### config.mk
export PLATFORM = sky130hd
export DESIGN_NAME = mm_job_ctrl
export DESIGN_NICKNAME = d
export VERILOG_FILES = /design/src/rtl/mm_ctrl_pkg.sv /design/src/rtl/mm_stream_gate.sv /design/src/rtl/mm_job_ctrl.sv
export SDC_FILE = /design/constraint.sdc
export NUM_CORES = 1
export LEC_CHECK = 0
export CAP_MARGIN = 15
export CORE_AREA = 4 4 231 233
export DETAILED_ROUTE_END_ITERATION = 6
export DIE_AREA = 0 0 235 237
export DONT_BUFFER_PORTS = 1
export REMOVE_ABC_BUFFERS = 1
export SETUP_SLACK_MARGIN = 0.05
export SLEW_MARGIN = 10
export SYNTH_ARGS = -nofsm -noshare
export SYNTH_HDL_FRONTEND = slang
export SYNTH_SLANG_ARGS = --single-unit
export TNS_END_PERCENT = 1
### constraint.sdc
create_clock -name clk -period 2.6 [get_ports clk]
set_input_delay 0.52 -clock clk [delete_from_list [all_inputs] [get_ports clk]]
set_output_delay 0.52 -clock clk [all_outputs]
set_load 0.1 [all_outputs]
### src/rtl/mm_ctrl_pkg.sv
// Shared types and default widths for the MM_ultra job sequencer (mm_job_ctrl).
package mm_ctrl_pkg;
  localparam int A_SIZE_D      = 16;
  localparam int SHIFT_W_D     = 10;
  localparam int F_LENGTH_W_D  = 10;
  localparam int F_WBN_W_D     = 5;
  localparam int W_WBN_W_D     = 5;
  localparam int DATA_W_D      = A_SIZE_D * 8;
  localparam int CNT_W_D       = 24;

  typedef enum logic [2:0] {IDLE, SETUP, STREAM, DRAIN, DONE} state_e;

  typedef struct packed {
    logic [SHIFT_W_D-1:0]    shift;
    logic [F_LENGTH_W_D-1:0] f_length;
    logic [F_WBN_W_D-1:0]    f_wbn;
    logic [W_WBN_W_D-1:0]    w_wbn;
  } job_desc_t;
endpackage

### src/rtl/mm_stream_gate.sv
// Counter-based valid/ready gate: passes exactly `target` beats while enabled, flags the last one.
module mm_stream_gate #(
  parameter int DATA_W    = 128,
  parameter int CNT_WIDTH = 24
) (
  input  logic                 clk,
  input  logic                 rst_n,
  input  logic                 clr,
  input  logic                 en,
  input  logic [CNT_WIDTH-1:0] target,
  input  logic                 src_valid,
  output logic                 src_ready,
  input  logic [DATA_W-1:0]    src_data,
  output logic                 dst_valid,
  input  logic                 dst_ready,
  output logic [DATA_W-1:0]    dst_data,
  output logic                 dst_last,
  output logic                 complete
);
  logic [CNT_WIDTH-1:0] cnt;
  logic                 open;

  assign open      = en && (cnt < target);
  assign dst_valid = open & src_valid;
  assign src_ready = open & dst_ready;
  assign dst_data  = src_data;
  assign dst_last  = open && (cnt == target - 1'b1);
  // target is never zero while enabled; descriptors with zero fields are rejected upstream
  assign complete  = (cnt == target);

  always_ff @(posedge clk or negedge rst_n) begin
    if (!rst_n)                      cnt <= '0;
    else if (clr)                    cnt <= '0;
    else if (dst_valid && dst_ready) cnt <= cnt + 1'b1;
  end
endmodule

### src/rtl/mm_job_ctrl.sv
// Job sequencer in front of MM_ultra: latches one descriptor, gates F/W streams, checks output count.
// Optional perf counters (perf_cycles, perf_stall) are built when MM_JOB_PERF_EN is defined.
module mm_job_ctrl
  import mm_ctrl_pkg::*;
#(
  parameter int A_SIZE         = A_SIZE_D,
  parameter int SHIFT_WIDTH    = SHIFT_W_D,
  parameter int F_LENGTH_WIDTH = F_LENGTH_W_D,
  parameter int F_WBN_WIDTH    = F_WBN_W_D,
  parameter int W_WBN_WIDTH    = W_WBN_W_D,
  parameter int DATA_W         = DATA_W_D,
  parameter int CNT_WIDTH      = CNT_W_D
) (
  input  logic                      clk,
  input  logic                      rst_n,
  input  logic                      job_valid,
  output logic                      job_ready,
  input  logic [SHIFT_WIDTH-1:0]    job_shift,
  input  logic [F_LENGTH_WIDTH-1:0] job_f_length,
  input  logic [F_WBN_WIDTH-1:0]    job_f_wbn,
  input  logic [W_WBN_WIDTH-1:0]    job_w_wbn,
  output logic [SHIFT_WIDTH-1:0]    cfg_shift,
  output logic [F_LENGTH_WIDTH-1:0] cfg_f_length,
  output logic [F_WBN_WIDTH-1:0]    cfg_f_wbn,
  output logic [W_WBN_WIDTH-1:0]    cfg_w_wbn,
  input  logic                      src_f_valid,
  output logic                      src_f_ready,
  input  logic [DATA_W-1:0]         src_f_data,
  output logic                      mm_f_valid,
  input  logic                      mm_f_ready,
  output logic [DATA_W-1:0]         mm_f_data,
  output logic                      mm_f_last,
  input  logic                      src_w_valid,
  output logic                      src_w_ready,
  input  logic [DATA_W-1:0]         src_w_data,
  output logic                      mm_w_valid,
  input  logic                      mm_w_ready,
  output logic [DATA_W-1:0]         mm_w_data,
  output logic                      mm_w_last,
  input  logic                      mon_out_valid,
  input  logic                      mon_out_ready,
  input  logic                      mon_out_last,
  output logic                      busy,
  output logic                      done,
  output logic                      err_cfg,
  output logic                      err_cnt
`ifdef MM_JOB_PERF_EN
  ,
  output logic [31:0]               perf_cycles,
  output logic [31:0]               perf_stall
`endif
);
  state_e               state_q, state_d;
  job_desc_t            cfg_q;
  logic [CNT_WIDTH-1:0] nf_q, nw_q, no_q, o_cnt;
  logic                 last_seen;
  logic                 accept, cfg_bad, load, out_hs, f_cmp, w_cmp, stream_en;

  assign accept    = job_valid & job_ready;
  assign cfg_bad   = (job_f_length == '0) | (job_f_wbn == '0) | (job_w_wbn == '0);
  assign load      = accept & ~cfg_bad;
  assign stream_en = (state_q == STREAM);
  // Output beats are counted from STREAM on: MM_ultra may emit before W is fully delivered
  assign out_hs    = mon_out_valid & mon_out_ready & ((state_q == STREAM) | (state_q == DRAIN));

  assign cfg_shift    = cfg_q.shift;
  assign cfg_f_length = cfg_q.f_length;
  assign cfg_f_wbn    = cfg_q.f_wbn;
  assign cfg_w_wbn    = cfg_q.w_wbn;

  always_comb begin
    state_d   = state_q;
    job_ready = 1'b0;
    busy      = 1'b1;
    done      = 1'b0;
    case (state_q)
      IDLE: begin
        job_ready = 1'b1;
        busy      = 1'b0;
        if (load) state_d = SETUP;
      end
      SETUP:  state_d = STREAM;
      STREAM: if (f_cmp && w_cmp) state_d = DRAIN;
      DRAIN:  if (last_seen || (out_hs && mon_out_last)) state_d = DONE;
      DONE: begin
        done    = 1'b1;
        state_d = IDLE;
      end
      default: state_d = IDLE;
    endcase
  end

  always_ff @(posedge clk or negedge rst_n) begin
    if (!rst_n) begin
      state_q   <= IDLE;
      cfg_q     <= '0;
      nf_q      <= '0;
      nw_q      <= '0;
      no_q      <= '0;
      o_cnt     <= '0;
      last_seen <= 1'b0;
      err_cfg   <= 1'b0;
      err_cnt   <= 1'b0;
    end else begin
      state_q <= state_d;
      err_cfg <= accept & cfg_bad;
      if (load) begin
        cfg_q     <= '{job_shift, job_f_length, job_f_wbn, job_w_wbn};
        nf_q      <= CNT_WIDTH'(job_f_length) * CNT_WIDTH'(job_f_wbn);
        nw_q      <= CNT_WIDTH'(job_f_wbn) * CNT_WIDTH'(A_SIZE) * CNT_WIDTH'(job_w_wbn);
        no_q      <= CNT_WIDTH'(job_f_length) * CNT_WIDTH'(job_w_wbn);
        o_cnt     <= '0;
        last_seen <= 1'b0;
        err_cnt   <= 1'b0;
      end else if (out_hs) begin
        o_cnt <= o_cnt + 1'b1;
        if (mon_out_last) begin
          last_seen <= 1'b1;
          if (o_cnt != no_q - 1'b1) err_cnt <= 1'b1;
        end else if (o_cnt == no_q - 1'b1) begin
          err_cnt <= 1'b1;
        end
      end
    end
  end

  mm_stream_gate #(.DATA_W(DATA_W), .CNT_WIDTH(CNT_WIDTH)) u_gate_f (
    .clk(clk), .rst_n(rst_n), .clr(load), .en(stream_en), .target(nf_q),
    .src_valid(src_f_valid), .src_ready(src_f_ready), .src_data(src_f_data),
    .dst_valid(mm_f_valid), .dst_ready(mm_f_ready), .dst_data(mm_f_data),
    .dst_last(mm_f_last), .complete(f_cmp)
  );

  mm_stream_gate #(.DATA_W(DATA_W), .CNT_WIDTH(CNT_WIDTH)) u_gate_w (
    .clk(clk), .rst_n(rst_n), .clr(load), .en(stream_en), .target(nw_q),
    .src_valid(src_w_valid), .src_ready(src_w_ready), .src_data(src_w_data),
    .dst_valid(mm_w_valid), .dst_ready(mm_w_ready), .dst_data(mm_w_data),
    .dst_last(mm_w_last), .complete(w_cmp)
  );

`ifdef MM_JOB_PERF_EN
  always_ff @(posedge clk or negedge rst_n) begin
    if (!rst_n) begin
      perf_cycles <= '0;
      perf_stall  <= '0;
    end else if (load) begin
      perf_cycles <= 32'd1;
      perf_stall  <= '0;
    end else begin
      if (busy && perf_cycles != '1) perf_cycles <= perf_cycles + 1'b1;
      if (stream_en && ((mm_f_valid & ~mm_f_ready) | (mm_w_valid & ~mm_w_ready)) &&
          perf_stall != '1)
        perf_stall <= perf_stall + 1'b1;
    end
  end
`endif
endmodule

==> reports/metrics.cfg, run 1 <==
[outcome]
status = finished with violations
violations = negative hold slack, negative setup slack

[floorplan]
initial_core_util_pct = 27.6
die_h_um = 237
rows = 83
die_w_um = 235
ios = 593
die_area_sq_um = 55700
coreArea_sq_um = 51200

[layout]
diodes = 0
drive_gt1_share_pct = 21.2
nNetsFinal = 2053
synthToLayoutAreaGrowth_pct = 11.3

[pwr]
swShare_pct = 47.2
vdd_drop_max_uv = 909
powerDensity_nw_per_um2 = 962
pwr-share-comb_pct = 49.7
intPower_uw = 7990
clockPowerShare_pct = 17.7
p_sw_uw = 7140
p_leak_uw = 0.00754
p_seq_share_pct = 32.7

[clocking]
clk_pin_slew_worst_paths_ns = 0.06
cts_tree = done
insertion_delay_ns = 0.45
clockBufferDepth = 2
htreeDepth = 4
cts_buffers = 17
cts_root_buffer = clkbuf_16
cts.sinks = 148

[timing]
final_hold_viol_count = 148
rsz0062_at_grt = yes
fin_crit_sh_pct = 131
whs_ns = -0.223
max_freq_mhz = 293
clock_skew_ns = 0.00960
min_period_ns = 3.41
slew_headroom_pct = 36.9
timing.setup.tns_ns = -14.42
setup_violations = 31
layout_setup_ws_ns = -0.810
slew_violations = 0
worstMarginPinSlew_ns = 0.946

[global_routing]
antenna_found_initial = 2
grt_max_degree = 149
grt.total_usage_pct = 37.5
grt_pass1_wl_um = 132000
grt.overflow.total = 0
first_global_vias = 11182

[routing]
first_pass_iters = 5
viasPerCell = 5.19
drtAntennaViolNets = 0
drtIter0Drc = 947
route.detailed.drc = 0
dr_total_vias = 11926
wl_um = 108000
wl_per_cell_um = 46.9

[placement]
place_congestion = 1.21
place_hpwl_um = 98600
portBuffers = 0

[job]
cap_violations = 0

[setup_path]
crit_type = reg -> out
critical_path.cell_chain = buf_4 > xnor2_1 > xnor2_1 > nor4_1 > o41ai_1 > a21oi_1 > nand4_1 > a2111oi_4 > buf_4 > buf_16
end_kind = primary output
cp.required_ns = 2.08
max_stage_delay_ns = 0.40
critical_path.max_fanout = 4
arrival_ns = 2.89
cp-start-kind = flop
path_buf_inv = 3
path_delay_family = compound AO/OA/AOI/OAI gates
cp_slowest_cell = dfrtp_1

[yosys]
synth_area_leaders = dfrtp_1 26%, buf_4 14%, ha_1 8.5%
avgSynthCellArea_sq_um = 8.39
post-synth-top-area-fraction_pct = 26.2
synth_seq_cells = 148
synth_cells = 1684
yosys_warnings = 0
synth_edf_count = 0
async_flop_share_pct = 100
ys_seq_area_share_pct = 26.2
syn_area_sq_um = 14100
synth_cell_types = 62
synth.largest_area_cell = dfrtp_1
synth_flop_cell = dfrtp_1

[worst_hold_path]
hold_class = in -> async

[power by group through the flow]
stage	sequential [uW]	clock [uW]	combinational, uW
2_1_floorplan	5050	0	3920
3_3_place_gp	4940	0	6790
3_5_place_dp	4950	0	6940
4_1_cts	4920	2720	7360
5_1_grt	5020	2800	8260
6_report	4940	2670	7510
[path summary, 6_finish.rpt]
kind	cells after the start	slack [ns]	from	to
setup / recovery	10	-0.81	nf_q[3]	mm_f_last
hold / removal	0	-0.22	rst_n	cfg_shift[5]
setup reg to reg	9	-0.11	u_gate_w.cnt[16]	u_gate_w.cnt[7]
hold reg to reg	2	0.49	nf_q[11]	nf_q[11]
max in group asynchronous	0	2.40	rst_n	cfg_f_wbn[0]
min in group clk	2	0.17	job_w_wbn[2]	cfg_w_wbn[2]
[area by class of cell]
class / instances / area [sq um]
Tap cell: 680 / 851
Inverter: 116 / 435
Sequential cell: 148 / 3700
Clock buffer: 19 / 433
Fill cell: 5325 / 35500
Timing Repair Buffer: 217 / 1830
Multi-Input combinational cell: 1104 / 8300
Clock inverter: 13 / 181
[per-stage QoR]
stage	cell area (sq um)	std cells	setup WS, ns	util [%]	total power, uW
after floorplan	12000	1368	-4.41	-	8980
after global placement	14600	2262	-1.40	28.6	11700
after detailed placement	14600	2262	-1.50	28.6	11900
after CTS	15600	2297	-0.871	30.5	15000
after global routing	15700	2297	-0.948	30.7	16100
final	15700	2297	-0.810	30.7	15100
[registers in the layout (all words and copies together) (netlist names)]
register      flops
last_seen         1
o_cnt            24
u_gate_f.cnt     24
nw_q             10
cfg_f_length     10
cfg_f_wbn         5
u_gate_w.cnt     24
no_q             15
cfg_shift        10
state_q           3
cfg_w_wbn         5
err_cnt           1
err_cfg           1
nf_q             15
[placed cells by master, fill, tap and decap left out, types with 23 or more instances in the layout]
master / count
xnor2_1: 58
fa_1: 57
a21oi_1: 28
nor2_1: 65
nand2_1: 241
nand4_1: 32
mux2i_1: 26
xor2_1: 34
o21ai_0: 47
dfrtp_1: 148
nand3_1: 45
nor3_1: 23
nand2b_1: 27
and2_1: 101
ha_1: 87
inv_1: 108
buf_4: 198
[logic make-up after synthesis]
| kind of cell | Yosys count | synth area share [%] |
|---|---|---|
| multiplexers | 26 | 1.84 |
| AND/OR/NAND/NOR | 650 | 23.3 |
| AO/OA/AOI/OAI | 179 | 7.71 |
| XOR/XNOR | 96 | 5.95 |
| buffers and inverters | 432 | 18.4 |
| flip-flops | 148 | 26.2 |
| adder cells (fa/ha/maj) | 153 | 16.6 |
[timing repair]
item                       CTS  global route
gates resized for setup     79            26
setup endpoints to repair   51            53
setup buffers                3             0
hold endpoints to repair   148           148
pin swaps                   45             6
[cells in the mapped netlist, types with 2 or more instances]
cell type,instances
or3_2,3
nor4_1,24
a21o_1,12
nand3b_1,5
and4_1,4
xnor2_1,62
mux2i_1,26
o211ai_1,5
ha_1,96
o21a_1,8
o22ai_1,3
a2111oi_0,2
and3_1,14
or4_1,6
nor2b_1,12
and2_1,103
o21ba_2,2
nor3_1,28
a211oi_1,6
dfrtp_1,148
o31ai_1,8
a211o_1,6
buf_1,6
nand4b_1,7
nand2b_1,28
o21ai_0,60
inv_1,116
fa_1,57
nor2_1,70
a31oi_1,7
nand3_1,47
nand4_1,32
o21bai_1,4
buf_6,2
nor3b_1,4
buf_2,2
a21oi_1,47
xor2_1,34
or4_4,3
or3_1,7
or3b_2,2
clkbuf_1,49
buf_4,257
nand2_1,242
[routing by layer]
layer / GRT usage, % / wire, um / vias to the layer above
li1: - / - / 5133
met1: 17.4 / 17800 / 5525
met2: 60.2 / 48900 / 1013
met3: 46.9 / 28300 / 231
met4: 32.0 / 11800 / 24
met5: 12.2 / 936 / -
No activity file was read; power rests on OpenSTA's default activity.
==> run 2: changes to the inputs <==
Settings changed: ABC_AREA set to 1, CORE_AREA 4 4 231 233 to 4 4 227 229, DIE_AREA 0 0 235 237 to 0 0 231 233.
==> run 2 against run 1 <==
- the run still ends with negative hold slack, negative setup slack left
- sequential share of layout area down 0.12 points
- combinational power decreased by 64%
- largest cell class unchanged
- final cell count is 13% higher
- first-iteration DRC count grew 4.5%
- worst setup slack better by 0.24 ns
- total power fell by 48%
- via count grew 10%
- final area rose by 0.56%
- global-route usage rose by 2.6 points
==> reports/metrics.cfg, run 2 <==
[yosys]
post-synth-top-area-fraction_pct = 25.5  ; was 26.2%
synth_cell_types = 45  ; was 62
synth_cells = 2030  ; was 1684
synth_flop_cell = dfrtp_1  ; unchanged
synth_seq_cells = 148  ; unchanged
synth_edf_count = 0  ; unchanged
synth_area_leaders = dfrtp_1 25%, buf_4 13%, nand2_1 12%  ; was dfrtp_1 26%, buf_4 14%, ha_1 8.5%
avgSynthCellArea_sq_um = 7.16  ; was 8.39 sq um
yosysMostFrequentCell = nand2_1  ; was buf_4
async_flop_share_pct = 100  ; unchanged
synth_commonest_cells = 482 x nand2_1, 334 x inv_1, 256 x buf_4  ; was 257 x buf_4, 242 x nand2_1, 148 x dfrtp_1
yosys_warnings = 0  ; unchanged
synth.largest_area_cell = dfrtp_1  ; unchanged
ys_seq_area_share_pct = 25.5  ; was 26.2%
syn_area_sq_um = 14500  ; was 14100 sq um

[timing]
rsz0062_at_grt = yes  ; unchanged
slew_violations = 0  ; unchanged
clock_skew_ns = 0.0183  ; was 0.00960 ns
whs_ns = -0.294  ; was -0.223 ns
slew_headroom_pct = 38.1  ; was 36.9%
worstMarginPinSlew_ns = 0.929  ; was 0.946 ns
min_period_ns = 3.17  ; was 3.41 ns
layout_setup_ws_ns = -0.574  ; was -0.810 ns
max_freq_mhz = 315  ; was 293 MHz
fin_crit_sh_pct = 122  ; was 131%
final_hold_viol_count = 148  ; unchanged
setup_violations = 28  ; was 31

[floorplan]
die_h_um = 233  ; was 237 um
initial_core_util_pct = 29.3  ; was 27.6%
ios = 593  ; unchanged
die_w_um = 231  ; was 235 um
coreArea_sq_um = 49700  ; was 51200 sq um
rows = 82  ; was 83
die_area_sq_um = 53800  ; was 55700 sq um

[routing]
wl_um = 110000  ; was 108000 um
route.detailed.drc = 0  ; unchanged
drtAntennaViolNets = 0  ; unchanged
wl_per_cell_um = 42.5  ; was 46.9 um
viasPerCell = 5.08  ; was 5.19
dr_total_vias = 13131  ; was 11926
drtIter0Drc = 990  ; was 947
first_pass_iters = 5  ; unchanged

[clocking]
cts_tree = done  ; unchanged
htreeDepth = 4  ; unchanged
clk_pin_slew_worst_paths_ns = 0.08  ; was 0.06 ns
clockBufferDepth = 2  ; unchanged
cts_buffers = 17  ; unchanged
insertion_delay_ns = 0.50  ; was 0.45 ns
cts.sinks = 148  ; unchanged
cts_root_buffer = clkbuf_16  ; unchanged

[setup_path]
cp-start-kind = flop  ; unchanged
end_kind = primary output  ; unchanged
arrival_ns = 2.65  ; was 2.89 ns
critical_path.max_fanout = 2  ; was 4
crit_type = reg -> out  ; unchanged
cp.required_ns = 2.08  ; about the same

[global_routing]
first_global_vias = 12383  ; was 11182
antenna_found_initial = 0  ; was 2
grt_pass1_wl_um = 135000  ; was 132000 um
grt_max_degree = 149  ; unchanged
grt.total_usage_pct = 40.1  ; was 37.5%
grt.overflow.total = 0  ; unchanged

[layout]
final_cell_mix = 471 x nand2_1, 321 x inv_1, 147 x dfrtp_1, 147 x buf_4, 118 x nor2_1  ; was 241 x nand2_1, 198 x buf_4, 148 x dfrtp_1
diodes = 0  ; unchanged
synthToLayoutAreaGrowth_pct = 8.74  ; was 11.3%
mostFrequentLayoutCell = nand2_1  ; unchanged
fillers = 5363  ; was 5325
multi_input_area_sq_um = 8040  ; was 8300 sq um
nNetsFinal = 2351  ; was 2053
drive_gt1_share_pct = 17.1  ; was 21.2%
reg_top3 = o_cnt x24, u_gate_f.cnt x24, u_gate_w.cnt x24  ; unchanged
instances_no_fill = 2587  ; was 2297
ff_latch_area_sq_um = 3700  ; about the same

[placement]
portBuffers = 0  ; unchanged
place_hpwl_um = 100000  ; was 98600 um
place_ws_ns = -1.04  ; was -1.50 ns
place_congestion = 1.24  ; was 1.21
dp.cells = 2541  ; was 2262

[pwr]
p_leak_uw = 0.00835  ; was 0.00754 uW
powerDensity_nw_per_um2 = 493  ; was 962 nW/um^2
vdd_drop_max_uv = 410  ; was 909 uV
power_uw = 7800  ; was 15100 uW

[outcome]
violations = negative hold slack, negative setup slack  ; unchanged
status = finished with violations  ; unchanged

[job]
cap_violations = 0  ; unchanged

[worst_hold_path]
hold_class = in -> async  ; unchanged

## run 2: changes by cell type in the layout (fill, tap and decap cells not counted), sizes merged, moves of 13 or more
cell and change:
a21oi +13, and2 -104, xnor2 -42, nand2b -28, inv +229, nor4 -16, nand3 +54, nor3 +13
buf -54, mux2i -26, nor2 +80, nand2 +242, o21ai +35, and3 -14
## run 2: final cells by class
| cell class | count | area share (%) |
|---|---|---|
| Multi-Input combinational cell | 1234 | 50.8 |
| Sequential cell | 148 | 23.4 |
| Timing Repair Buffer | 162 | 8.67 |
| Inverter | 339 | 8.05 |
| Tap cell | 672 | 5.32 |
| Clock buffer | 17 | 2.69 |
| Clock inverter | 15 | 1.01 |
## run 2: worst paths after layout
path / endpoint / cells after the start / start / slack [ns]
min reg2reg: u_gate_w.cnt[23] / 2 / u_gate_w.cnt[23] / 0.49
max: mm_w_last / 13 / nw_q[5] / -0.57
max reg2reg: u_gate_f.cnt[13] / 14 / nf_q[14] / 0.05
max in group asynchronous: cfg_shift[5] / 0 / rst_n / 2.59
min: u_gate_w.cnt[9] / 0 / rst_n / -0.29
min in group clk: cfg_f_length[3] / 2 / job_f_length[3] / 0.14
## run 2: what timing repair did
action	in CTS	in global routing
endpoints found under the hold margin	148	148
setup buffers	4	10
pin swaps	29	51
endpoints found under the setup margin	43	56
resized for setup	59	81
## run 2: logic make-up after synthesis
logic type,synth area share (%)
AOI/OAI and AO/OA,7.24
DFF,25.5
buffers and inverters,23.5
and+or+nand+nor,23.7
xor gates and xnor gates,3.98
adders and majority gates,16.1
## run 2: power by group
part / leakage, uW / switching [uW] / internal, uW / total (uW)
clock: 0.000277 / 1250 / 1280 / 2530
combinational: 0.00633 / 1440 / 1270 / 2710
sequential: 0.00175 / 161 / 2400 / 2560
total: 0.00835 / 2850 / 4950 / 7800
## run 2: critical path: stages (launching register included)
cell	delay, ns
dfrtp_1	0.38
inv_1	0.08
ha_2	0.19
nand2_2	0.07
nor2_4	0.13
nand2_2	0.08
nor2_2	0.12
inv_1	0.08
nor2_2	0.14
o21ai_2	0.07
nor4_2	0.29
nand3_1	0.13
nor2_2	0.20
buf_12	0.20
## run 2: per-stage QoR
stage          TNS, ns  util (%)  instance area [sq um]
2_1_floorplan  -346.66         -                  12400
3_3_place_gp    -23.09      29.2                  14500
3_5_place_dp    -24.52      29.2                  14500
4_1_cts          -8.48      31.1                  15400
5_1_grt         -12.54      31.8                  15800
6_report         -8.33      31.8                  15800
## run 2: per-layer routing
layer | track usage (%) | vias to the layer above | wire [um]
met1 | 21.0 | 6061 | 20300
met2 | 59.2 | 986 | 46300
li1 | - | 5788 | -
met4 | 43.5 | 34 | 15400
met3 | 45.9 | 262 | 26400
met5 | 20.8 | - | 1440
